$ cat src/rtl/led_seq_pkg.sv
// Shared definitions for the LED pattern sequencer: mode encodings,
// bounce direction and the pattern reload helper.
package led_seq_pkg;

  localparam logic [1:0] MODE_ROL    = 2'd0;
  localparam logic [1:0] MODE_ROR    = 2'd1;
  localparam logic [1:0] MODE_BOUNCE = 2'd2;
  localparam logic [1:0] MODE_BIN    = 2'd3;

  typedef enum logic {
    DIR_LEFT  = 1'b0,
    DIR_RIGHT = 1'b1
  } dir_t;

  // Reload value for a mode: a single dark bit at bit0, or all dark for the
  // binary counter (bin restarts at zero, and pat = ~bin).
  // Returned 32 bits wide; callers keep the low 'width' bits.
  function automatic logic [31:0] init_pat(input logic [1:0] mode, input int width);
    logic [31:0] ones;
    if (width >= 32) ones = 32'hFFFF_FFFF;
    else             ones = (32'd1 << width) - 32'd1;
    if (mode == MODE_BIN) return ones;
    return ones & ~32'd1;
  endfunction

endpackage

$ cat src/rtl/led_prescaler.sv
// Enable-gated up-counting prescaler. Counts 0..div and wraps, producing a
// one-cycle tick on the wrap. A synchronous clear restarts the period and
// swallows any tick in that cycle.
module led_prescaler #(
  parameter int CNT_W = 24
) (
  input  logic             clk,
  input  logic             rstn,
  input  logic             en,
  input  logic             clr,
  input  logic [CNT_W-1:0] div,
  output logic [CNT_W-1:0] cnt,
  output logic             tick
);

  assign tick = en & ~clr & (cnt == div);

  // Counter: clear wins, otherwise advance while enabled. If div drops
  // below cnt the counter runs on to all-ones and wraps naturally.
  always_ff @(posedge clk or negedge rstn) begin
    if (!rstn) begin
      cnt <= '0;
    end else if (clr) begin
      cnt <= '0;
    end else if (en) begin
      if (cnt == div) cnt <= '0;
      else            cnt <= cnt + CNT_W'(1);
    end
  end

endmodule

$ cat src/rtl/led_sequencer.sv
// LED pattern sequencer: four patterns stepped by a prescaler, active-low
// LED drive, live prescaler value on dbg_cnt.
// Optional brightness PWM is built when LED_PWM_EN is defined; otherwise
// led = pat and bright is accepted but unused.
module led_sequencer
  import led_seq_pkg::*;
#(
  parameter int LED_W = 8,
  parameter int CNT_W = 24,
  parameter int PWM_W = 4
) (
  input  logic             clk,
  input  logic             rstn,
  input  logic             en,
  input  logic [CNT_W-1:0] div,
  input  logic [1:0]       mode,
  input  logic [PWM_W-1:0] bright,
  output logic [LED_W-1:0] led,
  output logic             step,
  output logic [CNT_W-1:0] dbg_cnt
);

  localparam logic [LED_W-1:0] PAT_RST = LED_W'(init_pat(MODE_ROL, LED_W));

  logic [1:0]       mode_q;
  logic             reload;
  logic             tick;
  logic [LED_W-1:0] pat, pat_nxt;
  logic [LED_W-1:0] bin, bin_nxt, bin_inc;
  logic [LED_W-1:0] pat_rol, pat_ror;
  logic [LED_W-1:0] init_val;
  dir_t             dir, dir_nxt;

  assign reload   = (mode != mode_q);
  assign init_val = LED_W'(init_pat(mode, LED_W));
  assign bin_inc  = bin + LED_W'(1);
  assign pat_rol  = {pat[LED_W-2:0], pat[LED_W-1]};
  assign pat_ror  = {pat[0], pat[LED_W-1:1]};

  led_prescaler #(.CNT_W(CNT_W)) u_prescaler (
    .clk  (clk),
    .rstn (rstn),
    .en   (en),
    .clr  (reload),
    .div  (div),
    .cnt  (dbg_cnt),
    .tick (tick)
  );

  // Next pattern: a mode change reloads and discards a coincident tick.
  always_comb begin
    pat_nxt = pat;
    dir_nxt = dir;
    bin_nxt = bin;
    if (reload) begin
      pat_nxt = init_val;
      dir_nxt = DIR_LEFT;
      bin_nxt = '0;
    end else if (tick) begin
      case (mode_q)
        MODE_ROL: pat_nxt = pat_rol;
        MODE_ROR: pat_nxt = pat_ror;
        MODE_BOUNCE: begin
          // Turn around on arrival at an end so the end bit dwells once.
          if (dir == DIR_LEFT) begin
            pat_nxt = pat_rol;
            if (!pat_rol[LED_W-1]) dir_nxt = DIR_RIGHT;
          end else begin
            pat_nxt = pat_ror;
            if (!pat_ror[0]) dir_nxt = DIR_LEFT;
          end
        end
        MODE_BIN: begin
          bin_nxt = bin_inc;
          pat_nxt = ~bin_inc;
        end
        default: ;
      endcase
    end
  end

  // Pattern state, mode tracking and the registered step pulse.
  always_ff @(posedge clk or negedge rstn) begin
    if (!rstn) begin
      mode_q <= MODE_ROL;
      step   <= 1'b0;
      pat    <= PAT_RST;
      dir    <= DIR_LEFT;
      bin    <= '0;
    end else begin
      mode_q <= mode;
      step   <= tick;
      pat    <= pat_nxt;
      dir    <= dir_nxt;
      bin    <= bin_nxt;
    end
  end

`ifdef LED_PWM_EN
  logic [PWM_W-1:0] pwm, pwm_nxt;
  logic             dark_q;

  assign pwm_nxt = pwm + PWM_W'(1);

  // Free-running PWM; the dark mask is registered against the next pwm
  // value so it lines up with pwm and leaves no input-to-led path.
  always_ff @(posedge clk or negedge rstn) begin
    if (!rstn) begin
      pwm    <= '0;
      dark_q <= 1'b0;
    end else begin
      pwm    <= pwm_nxt;
      dark_q <= (pwm_nxt >= bright);
    end
  end

  assign led = pat | {LED_W{dark_q}};
`else
  logic unused_bright;
  assign unused_bright = ^bright;
  assign led = pat;
`endif

endmodule

$ cat config.mk
export PLATFORM = sky130hd
export DESIGN_NAME = led_sequencer
export DESIGN_NICKNAME = d
export VERILOG_FILES = /design/src/rtl/led_seq_pkg.sv /design/src/rtl/led_prescaler.sv /design/src/rtl/led_sequencer.sv
export SDC_FILE = /design/constraint.sdc
export NUM_CORES = 1
export LEC_CHECK = 0
export CAP_MARGIN = 20
export CELL_PAD_IN_SITES_DETAIL_PLACEMENT = 0
export CELL_PAD_IN_SITES_GLOBAL_PLACEMENT = 2
export CORE_MARGIN = 1.5
export CORE_UTILIZATION = 33
export DETAILED_ROUTE_END_ITERATION = 8
export HOLD_SLACK_MARGIN = 0.15
export PLACE_DENSITY_LB_ADDON = 0.3
export SLEW_MARGIN = 20
export SYNTH_ARGS = -nofsm -noshare
export SYNTH_HDL_FRONTEND = slang
export SYNTH_SLANG_ARGS = --single-unit
$ cat constraint.sdc
create_clock -name clk -period 3.5 [get_ports clk]
set_input_delay 0.7 -clock clk [delete_from_list [all_inputs] [get_ports clk]]
set_output_delay 0.7 -clock clk [all_outputs]
set_load 0.03 [all_outputs]
Word level (Yosys, flattened, before mapping)
Index checks and enable logic that the tools add are counted.

Input port bits: 33. Output and inout port bits: 33. Bits in registers: 44. Word-level logic and storage cells: 44.

Bitwise logic cells: 4. $add $sub $neg: 2. Eq/ne operators: 6. Multiplexer cells: 19. Reduce and logical (&&, ||, !) cells: 7.

Operators by type and width (count): two-way mux 24 bit (3); two-way mux 8 bit (8); one-hot mux 8 bit (4 select lines) (1); adder 24 x 1 -> 24 bit, second input constant (1); == test 24 bit (1); adder 8 x 1 -> 8 bit, second input constant (1); NOT 8 bit (1); nonzero test 2 bit (4); two-way mux 1 bit (7); == test 2 bit, second input constant (3); AND reduction 2 bit (2); bitwise AND 1 bit (2); == test 2 x 1 -> 1 bit, second input constant (1); zero test 2 bit (1); inequality test 2 bit (1); NOT 1 bit (1).

Logic depth before layout (Yosys ltp)
Depth in word-level cells: 6. Mapped depth: 9. Mapped depth without buffers: 6.

By module
From an unflattened synthesis, not the netlist that was laid out.

Cells, all modules: 314. Area, all modules: 2795.2 µm².

By module, submodules not included: led_prescaler (cells an instance 184, area each 1584.0 µm², sequential area each 600.6 µm², times used 1); led_sequencer (cells an instance 130, area each 1211.2 µm², sequential area each 509.2 µm², times used 1).

Worst setup path before layout
OpenSTA, ideal clock, no wires.

Kind: in2reg. Start: in div[22]. End: reg bin[3]. Slack: 1.243 ns. Data arrival time: 2.132 ns. Setup time: 0.125 ns. Data required time: 3.375 ns. Cell stages on the path: 5. Buffers on the path: 0. Cells stage by stage: xor2_1 > nor4_2 > nand4_4 > nor3_4 > mux2_4.

Longest elaborated chain between the ends: 4.

Ends and longest elaborated chain: start, declared (RTL line led_sequencer.sv:15) `input logic [CNT_W-1:0] div,`; == test 24 bit (RTL line led_prescaler.sv:16) `assign tick = en & ~clr & (cnt == div);`; bitwise AND 1 bit (RTL line led_prescaler.sv:16); nonzero test 2 bit (no source line); AND reduction 2 bit (no source line); end signal, assigned (RTL line led_sequencer.sv:95) `bin <= bin_nxt;`; end, declared (RTL line led_sequencer.sv:29) `logic [LED_W-1:0] bin, bin_nxt, bin_inc;`.

No other way between the ends. A chain may end at the register's enable or synchronous reset.

Final worst setup path
Start: in div[19]. End: reg bin[6].

Same word-level chain as after synthesis.

==> key figures <==
Synthesis
  • Fraction of the yosys area taken by sequential cells: 35.24%
  • FFs w/ async S/R, synth: 100.0%
  • Most frequently used flop master after synthesis: sky130_fd_sc_hd__dfrtp_1
  • Instance count of the mapped netlist: 356
  • Count of warnings emitted by yosys: 0
  • Count of cell types in the netlist: 53
  • Count of flip-flops with a built-in enable after synthesis: 0
  • Synthesized area per cell: 8.846 um2
  • Synth top area share: 29.40%
  • Cell taking the most area after synthesis: sky130_fd_sc_hd__dfrtp_1
  • Top cells by area in the synthesized netlist: sky130_fd_sc_hd__dfrtp_1 (29%), sky130_fd_sc_hd__nand2_1 (6.1%), sky130_fd_sc_hd__dfstp_2 (5.8%), sky130_fd_sc_hd__o211ai_1 (5.5%), sky130_fd_sc_hd__xor2_1 (5.0%)
  • Synthesized area: 0.003149 mm2
  • Most frequent cell after synthesis: sky130_fd_sc_hd__nand2_1
  • Commonest cells in the synthesized netlist: sky130_fd_sc_hd__nand2_1 (51), sky130_fd_sc_hd__dfrtp_1 (37), sky130_fd_sc_hd__o211ai_1 (23)
  • Total nets after synthesis: 391
  • Synthesized flop and latch total: 44

Detailed routing
  • Total number of vias: 2,906
  • Remaining antenna violation count: 0
  • Vias per inst: 5.401
  • First DRT Iteration DRCs: 105
  • Remaining DRCs: 0
  • Length of the first detailed-routing pass in iterations: 4
  • Drt wl/cell: 17.70 um
  • Wire length after detailed routing: 9525 um

CTS
  • Root Buffer Master: sky130_fd_sc_hd__clkbuf_8
  • Number of clock buffers inserted by TritonCTS: 5
  • Clk sink count: 44
  • Clock latency of the later-clocked register in the worst-skew pair: 0.30 ns
  • Number of cells upsized or downsized after cts: 0
  • Hold buffers post-CTS: 0
  • Count of buffers added by post-CTS timing repair for setup: 0
  • CTS max path bufs: 2
  • Clock-pin slew on the worst setup and hold paths: 0.09 ns
  • H-tree levels: 2
  • CTS tree: built

Floorplanning
  • Initial core utilization: 34.08%
  • Die Span X: 100.7 um
  • Core Region: 0.009240 mm2
  • Std cell rows: 35
  • Chip height: 100.7 um
  • Die Outline Area: 0.01014 mm2
  • Top-level port count: 66

Power and ir drop
  • Worst vdd rail ir drop: 140.4 uV
  • Total power consumption of the routed design: 999.0 uW
  • Power Dens Cells: 253.6 mW/mm2
  • Total leakage power: 0.001476 uW

Worst setup path
  • Highest fanout seen on the critical path: 16
  • Category of the critical setup timing path: primary input to register
  • Arrival @ worst endpoint: 2.96 ns
  • Data required time of the critical path: 3.72 ns
  • Type of origin of the critical path: primary input
  • Number of cells on the worst reg-to-reg path: 7
  • Crit. End Element: register

Placed design
  • HPWL reported at the end of detailed placement: 6673 um
  • Placed inst area: 0.003855 mm2
  • Post-Place Setup Slack: 0.4380 ns
  • Number of buffers inserted by port buffering: 61
  • Final weighted congestion in routability-driven placement: 0.7916

Timing
  • Max_slew headroom: 55.03%
  • Unrepaired setup endpoints after global routing: false
  • Post-route setup TNS: 0 ns
  • Final-report hold violation count: 0
  • Worst Tran Pin Value: 0.6725 ns
  • Maximum frequency from static timing analysis: 365.4 MHz
  • Setup-failing EPs final: 0
  • Minimum setup slack in the final design: 0.7631 ns
  • Final max-slew violation count: 0
  • Worst clock skew: 0.01133 ns
  • Final Critical Period: 2.737 ns
  • Final period util: 78.20%

Finish
  • Util after Layout: 42.63%
  • Area growth syn-to-layout: 25.07%
  • Antenna Cells: 0
  • Finished layout cell area: 0.003939 mm2
  • Fraction of final layout cells with drive strength greater than 1: 9.535%
  • Number of nets in the finished design: 443

Global routing
  • First-pass GRT wire length: 15,810 um
  • Via count of the first global-routing pass: 2,939
  • Remaining global-route overflow: 0
  • Global routing usage summed across all routing layers: 20.19%
  • Antenna violations before repair: 0
  • Maximum number of pins on one net before global-route repair: 43

Hold path
  • Worst min-delay path class: primary input to asynchronous set/reset pin

Outcome
  • Result of the run: finished clean

Flow run
  • Maxcap violations: 0
[layout make-up]
cell class / instances / area, um2
fillers: 917 / 5301
repair buffers: 71 / 683.2
well taps: 129 / 161.4
clock inverters: 1 / 5.005
flip-flops and latches: 44 / 1110
inverters: 8 / 30.03
clock buffers: 7 / 76.32
multi-input cells: 278 / 1873
[cells by family (layout without fill, tap and decap cells)]
logic type	Yosys count	in the layout	synth area share, %
XOR/XNOR	31	31	8.860
multiplexers	15	15	5.125
flip-flops	44	44	35.24
buffers and inverters	34	87	5.284
adder cells (fa/ha/maj)	2	2	0.7945
AND/OR/NAND/NOR	147	147	25.90
AO/OA/AOI/OAI	83	83	18.79
[placed cells by master (no fill, tap or decap), types with 3 or more instances in the layout]
cell type and n:
sky130_fd_sc_hd__clkbuf_8 5, sky130_fd_sc_hd__clkdlybuf4s50_1 60, sky130_fd_sc_hd__dfrtp_1 37, sky130_fd_sc_hd__nor3_1 7, sky130_fd_sc_hd__o311ai_0 4, sky130_fd_sc_hd__o211ai_1 23
sky130_fd_sc_hd__and2_1 3, sky130_fd_sc_hd__xor2_1 18, sky130_fd_sc_hd__o311a_1 6, sky130_fd_sc_hd__o31ai_1 3, sky130_fd_sc_hd__buf_4 11, sky130_fd_sc_hd__or2_2 3
sky130_fd_sc_hd__and3_1 10, sky130_fd_sc_hd__a21oi_1 6, sky130_fd_sc_hd__nor2_1 19, sky130_fd_sc_hd__mux2i_1 12, sky130_fd_sc_hd__o21ai_0 22, sky130_fd_sc_hd__dfstp_2 7
sky130_fd_sc_hd__nand2_1 51, sky130_fd_sc_hd__nand4_1 11, sky130_fd_sc_hd__nor4_4 3, sky130_fd_sc_hd__nand3_1 17, sky130_fd_sc_hd__inv_1 8, sky130_fd_sc_hd__xnor2_1 12
sky130_fd_sc_hd__nor4_1 6, sky130_fd_sc_hd__and4_1 3, sky130_fd_sc_hd__a221oi_1 4
[metal layers]
layer  vias up  wire, um  global-route usage, %
li1       1421         -                      -
met1      1396      4380                  28.18
met2        78      4507                  32.12
met3        11       454                  3.190
met4         0       182                  6.067
met5         -         0                      0
[state kept, by name (all words and copies together) (netlist names)]
signal and cells:
led 8, mode_q 2, u_prescaler.cnt 24, dir 1
bin 8, step 1
[metrics by stage]
stage	hold WS, ns	std cells
final	0.3973	538
after global routing	0.4374	538
after CTS	0.5502	538
after detailed placement	0.5395	530
after global placement	0.5288	530
after floorplan	0.4044	356
[critical path, cell delays in order]
cell and delay (ns):
sky130_fd_sc_hd__clkdlybuf4s50_1 0.41, sky130_fd_sc_hd__xnor2_1 0.27, sky130_fd_sc_hd__nand4_1 0.18, sky130_fd_sc_hd__or2_2 0.46, sky130_fd_sc_hd__buf_4 0.25, sky130_fd_sc_hd__nor3_4 0.29
sky130_fd_sc_hd__buf_4 0.21, sky130_fd_sc_hd__mux2i_1 0.18
[report_power, final]
part           leakage, uW  internal [uW]  total, uW  switching, uW
logic             0.000850           62.1        149           87.4
clock network    0.0000422            141        329            188
registers         0.000584            513        521           8.12
[final timing paths]
kind                                                  from                  to  slack (ns)
max reg2reg                u_prescaler.cnt[19]$_DFFE_PN0P_  bin[6]$_DFFE_PN0P_        1.06
min reg2reg                             bin[7]$_DFFE_PN0P_  bin[7]$_DFFE_PN0P_        0.55
max in group asynchronous                             rstn  led[2]$_DFFE_PN1P_        2.53
min in group clk                        bin[7]$_DFFE_PN0P_  bin[7]$_DFFE_PN0P_        0.55
min                                                   rstn  bin[3]$_DFFE_PN0P_        0.40
max                                                div[19]  bin[6]$_DFFE_PN0P_        0.76
Power figures use the tool's default switching activity.
